File: src/rtl/sw_debounce.sv
// Board switch debouncer: 2-flop sync, shared tick prescaler,
// per-bit stability counters, registered edge pulses.
module sw_debounce #(
   parameter int TICK_DIV     = 50000,
   parameter int STABLE_TICKS = 10
) (
   input  logic        clk_i,
   input  logic        rst_ni,
   input  logic [31:0] sw_raw_i,
   output logic [31:0] io_sw_o,
   output logic [31:0] sw_rise_o,
   output logic [31:0] sw_fall_o,
   output logic        sw_changed_o
);

   localparam int PW = (TICK_DIV > 1) ? $clog2(TICK_DIV) : 1;
   localparam int CW = $clog2(STABLE_TICKS + 1);
   localparam logic [PW-1:0] PLAST = PW'(TICK_DIV - 1);
   localparam logic [CW-1:0] CLAST = CW'(STABLE_TICKS - 1);

   logic [31:0]   sync1_q;
   logic [31:0]   sync2_q;
   logic [31:0]   sw_q;
   logic [31:0]   sw_d;
   logic [31:0]   rise_q;
   logic [31:0]   rise_d;
   logic [31:0]   fall_q;
   logic [31:0]   fall_d;
   logic [PW-1:0] presc_q;
   logic [PW-1:0] presc_d;
   logic [CW-1:0] cnt_q [32];
   logic [CW-1:0] cnt_d [32];
   logic          tick;

   always_comb begin
      tick    = (presc_q == PLAST);
      presc_d = tick ? '0 : presc_q + PW'(1);
   end

   // A bit commits only after STABLE_TICKS ticks of unbroken disagreement
   always_comb begin
      sw_d   = sw_q;
      rise_d = '0;
      fall_d = '0;
      cnt_d  = cnt_q;
      for (int b = 0; b < 32; b++) begin
         if (sync2_q[b] == sw_q[b]) begin
            cnt_d[b] = '0;
         end else if (tick) begin
            if (cnt_q[b] == CLAST) begin
               sw_d[b]   = sync2_q[b];
               rise_d[b] = sync2_q[b];
               fall_d[b] = ~sync2_q[b];
               cnt_d[b]  = '0;
            end else begin
               cnt_d[b] = cnt_q[b] + CW'(1);
            end
         end
      end
   end

   always_ff @(posedge clk_i or negedge rst_ni) begin
      if (!rst_ni) begin
         sync1_q <= '0;
         sync2_q <= '0;
         presc_q <= '0;
         sw_q    <= '0;
         rise_q  <= '0;
         fall_q  <= '0;
         cnt_q   <= '{default: '0};
      end else begin
         sync1_q <= sw_raw_i;
         sync2_q <= sync1_q;
         presc_q <= presc_d;
         sw_q    <= sw_d;
         rise_q  <= rise_d;
         fall_q  <= fall_d;
         cnt_q   <= cnt_d;
      end
   end

   assign io_sw_o      = sw_q;
   assign sw_rise_o    = rise_q;
   assign sw_fall_o    = fall_q;
   assign sw_changed_o = |(rise_q | fall_q);

endmodule

File: config.mk
export PLATFORM = sky130hd
export DESIGN_NAME = sw_debounce
export DESIGN_NICKNAME = d
export VERILOG_FILES = /design/src/rtl/sw_debounce.sv
export SDC_FILE = /design/constraint.sdc
export NUM_CORES = 1
export LEC_CHECK = 0
export CORE_MARGIN = 2
export CORE_UTILIZATION = 40
export CTS_CLUSTER_DIAMETER = 30
export DETAILED_ROUTE_END_ITERATION = 16
export PLACE_DENSITY = 0.63
export SLEW_MARGIN = 20
export SYNTH_ARGS = -nofsm -noshare
export SYNTH_HDL_FRONTEND = slang
export SYNTH_SLANG_ARGS = --single-unit
File: constraint.sdc
create_clock -name clk_i -period 6.1 [get_ports clk_i]
set_clock_uncertainty 0.15 [all_clocks]
set_input_delay 0.61 -clock clk_i [delete_from_list [all_inputs] [get_ports clk_i]]
set_output_delay 0.61 -clock clk_i [all_outputs]
set_load 0.02 [all_outputs]
Yosys cells after proc, flatten, opt, wreduce, memory -nomap -nowiden
Cells that the tools add are included.
W data, S select, Z words.

word-level totals
  bits in registers = 304
  input bits = 34
  output and inout bits = 97
  word-level logic and storage cells = 586

cells by class
  add/sub/neg operators = 33
  equality and inequality tests = 65
  muxes and demuxes = 289
  bitwise operators = 65
  reductions and logical operators = 65

operators by type and width
  kind                     count
  $mux W4                  96
  $mux W1                  192
  $add A4 B1 Y4 const B    32
  $eq A4 B4 Y1 const B     32
  $reduce_and A3 Y1        32
  $not A1 Y1               64
  $reduce_bool A2 Y1       32
  $eq A1 B1 Y1             32
  $or A32 B32 Y32          1
  $reduce_or A32 Y1        1
  $add A16 B1 Y16 const B  1
  $eq A16 B16 Y1 const B   1
  $mux W16                 1

Logic depth before layout (Yosys ltp)
  depth after elaboration = 4
  mapped depth = 8
  depth with buffers taken out = 6

Worst setup path after synthesis
Ideal clock, no wire load.

  path kind = register to output
  start point = register rise_q[0], in the netlist sw_rise_o[0]
  end point = output port sw_changed_o
  arrival time = 1455 ps
  slack = 3885 ps
  stages on the path, launching flop included = 4
  path buffers = 0
  cell sequence = dfrtp_1 > nor4_1 > nand4_1 > or4_1

on the way
  word-level cells in the longest chain between the ends = 2

ends and longest elaborated chain
  what                      RTL line  text
  start: declaration        25        logic [31:0] rise_q;
  start signal: assignment  76        rise_q <= rise_d;
  $or A32 B32 Y32           85        assign sw_changed_o = |(rise_q | fall_q);
  $reduce_or A32 Y1         85
  end: declaration          13        output logic sw_changed_o

Every way passes these cells.

Worst setup path after layout
  start point = register fall_q[10], in the netlist sw_fall_o[10]
  end point = output port sw_changed_o

on the way
  word-level cells in the longest chain between the ends = 2

ends and longest elaborated chain
  what                      RTL line  text
  start: declaration        27        logic [31:0] fall_q;
  start signal: assignment  77        fall_q <= fall_d;
  $or A32 B32 Y32           85
  $reduce_or A32 Y1         85

Every way passes these cells.

==> summary.md <==
| Metric | Value |
|---|---|
| Worst-skew pair later-pin latency | 0.55 ns |
| DIE HEIGHT | 186.7 um |
| Vias in the first global route | 9685 |
| RSZ-0062 raised after global routing | false |
| CTS buffer count | 71 |
| Slew Limit Headroom | 24.02% |
| Worst vdd ir | 0.1823 mV |
| DIE WIDTH | 186.7 um |
| Avg Cell Area, Syn | 10.80 um2 |
| GR Util met2 | 25.24% |
| PD cells | 341.7 mW/mm2 |
| Yosys warns | 0 |
| Largest net degree at the start of global routing | 137 |
| Distinct cells, synth | 33 |
| Hold Vio Cnt, Final | 20 |
| Status | finished with violations |
| Post-Synth Adder-Cell Area | 5.527% |
| Simple-gate portion of the synthesized area | 20.67% |
| Tmin final | 4.142 ns |
| Die footprint | 0.03487 mm2 |
| DRC viols | 0 |
| Port-buffer cells | 130 |
| Met1 GRT Util | 22.09% |
| Nets | 1504 |
| TritonCTS clock tree | built |
| Worst EP arrival | 3.38 ns |
| Site Rows | 66 |
| Synth area leaders | dfrtp_1 57%, ha_1 5.5%, nand2_1 4.2% |
| Antenna Nets Post-Route | 0 |
| Endpoints failing setup | 0 |
| CP startpoint | sw_fall_o[10] |
| Post-synthesis xor/xnor area fraction | 3.082% |
| Final Max Tran Viols | 0 |
| Total congestion overflow | 0 |
| Multi-input gate area | 0.005344 mm2 |
| Starting Density | 40.84% |
| Post-synthesis sequential area ratio | 56.96% |
| Leakage | 0.007297 uW |
| Post-synthesis compound-gate area fraction | 7.803% |
| Met3 Usage GRT | 5.022% |
| First-pass DRT Iterations | 6 |
| First-pass GRT wire length | 47.80 mm |
| Clk root buf | clkbuf_16 |
| Setup TNS | 0 ns |
| DR vias/cell | 5.071 |
| DR iter-0 viols | 479 |
| Clock Tree Buf Depth | 3 |
| Ys async rst share | 100.0% |
| Share of post-route cells with drive strength above 1 | 11.57% |
| Clock sink total | 304 |
| Worst-path clk slew | 0.04 ns |
| Fillcell total | 2836 |
| Synth Flop Type | dfrtp_1 |
| Synth-to-Final Area Change | 31.89% |
| Synth Instances | 1237 |
| Post-detailed-route wirelength per cell | 14.58 um |
| Main combinational cell family by area after synthesis | simple AND/OR/NAND/NOR gates |
| Num ports | 131 |
| Worst-margin pin slew | 1.129 ns |
| Crit share post-route | 67.90% |
| # Post-CTS Setup Buffers | 0 |
| Routability congestion estimate | 0.7516 |
| Top-count cell post-synth | dfrtp_1 |
| Hold Path Class | in2async |
| Worst setup EP type | primary output |
| Initial antenna violation count | 1 |
| Post-Route WL | 27.89 mm |
| Final HPWL DP | 17.36 mm |
| Failing checks | negative hold slack |
| Syn_nets | 1330 |
| WP data required | 5.34 ns |
| Fmax | 0.2414 GHz |
| Gates resized, CTS repair | 0 |
| Area of the mapped netlist | 0.01336 mm2 |
| Critical R2R Launch | presc_q[11] |
| Top cell type's share of synthesized area | 56.96% |
| Hold Buf Count CTS | 0 |
| Detailed-route via count | 9695 |
| Core area | 0.03270 mm2 |
| Type of the worst setup path | reg2out |
| Yosys reg bits | 304 |
| Proportion of synthesized area in mux cells | 2.848% |
| Post-synth top cells | 304 x dfrtp_1, 151 x nand2_1, 100 x a21oi_1, 74 x nor2_1, 66 x inv_1 |
| Post-synth EDFFs | 0 |
| GRT Overall Usage | 16.54% |
| Htree depth | 3 |
| Flop2flop setup slack | 3.16 ns |
| Hold slack | -0.04362 ns |
| Grt peak-use layer | met2 |
| CP startpoint kind | register |
| Max-Cap Viols | 0 |
| Register area | 0.007607 mm2 |
| Area leader, netlist | dfrtp_1 |
| Crit path max fanout | 2 |
-- critical path, cell delays in order (launching register included) --
cell	delay, ns
dfrtp_1	0.38
nor4_1	0.96
nand4_1	0.31
or4_1	0.55
clkdlybuf4s50_1	0.63
-- routing by layer --
layer	part of all wire [%]	vias to the layer above
met5	0	-
met1	47	4734
li1	-	4747
met2	46	163
met4	2.5	0
met3	4.8	51
-- report_power, final --
group,internal (uW),switching [uW]
Combinational,30.6,55.2
Sequential,2040,15.1
Clock,2690,1180
-- kinds of logic (layout without fill, tap and decap cells) --
kind of cell,after synthesis,in the layout
fa+ha+maj,59,59
flops,304,304
mux,34,34
xor+xnor,47,47
other cells,0,1
simple gates,497,497
compound gates,196,196
buf+inv,100,332
-- worst paths after layout --
path	to	depth (start not counted)
min in group clk_i	sync2_q[13]	0
worst min-delay path	cnt_q[94]	1
worst min register to register	sync2_q[13]	0
max in group asynchronous	io_sw_o[25]	2
worst max-delay path	sw_changed_o	4
worst max register to register	sw_rise_o[11]	5
-- registers in the layout, indices dropped and copies added, names as in the netlist --
signal     cells
sync2_q       32
io_sw_o       32
presc_q       16
sync1_q       32
sw_fall_o     32
cnt_q        128
sw_rise_o     32
-- layout by cell type, fill, tap and decap left out, types with 3 or more instances in the layout --
cell	instances
or4b_1	29
clkinvlp_4	7
or4_1	31
nand3_1	39
clkbuf_1	7
o21ai_0	61
clkbuf_8	9
inv_1	66
a21oi_1	100
a31oi_1	29
or3_1	58
nand4_1	15
nand2_1	151
dfrtp_1	304
ha_1	59
xnor2_1	42
buf_4	3
nor3b_1	64
clkinv_2	10
nor2_1	74
xor2_1	5
clkbuf_16	75
mux2_2	32
a31o_2	3
clkinv_4	8
clkdlybuf4s50_1	129
nor3_1	6
inv_6	7
nor4_1	19
bufinv_16	8
-- through the flow --
stage               power (uW)  worst slack, ns  utilization [%]  std cells  cell area, um2
floorplan                 2105            3.885                -       1237           13360
global placement          2179            2.475            46.20       1780           15110
detailed placement        2180            2.513            46.20       1780           15110
CTS                       6103            1.929            53.85       1911           17610
global route              6228            1.880            53.86       1911           17610
finish                    6019            1.958            53.87       1912           17620
-- area by class of cell --
class / instances / area share, %
Multi-Input combinational cell: 833 / 30.34
Tap cell: 442 / 3.139
Clock inverter: 40 / 2.692
Antenna cell: 1 / 0.01421
Clock buffer: 91 / 11.51
Inverter: 66 / 1.406
Timing Repair Buffer: 135 / 7.721
Sequential cell: 304 / 43.19
Power figures use the tool's default switching activity.
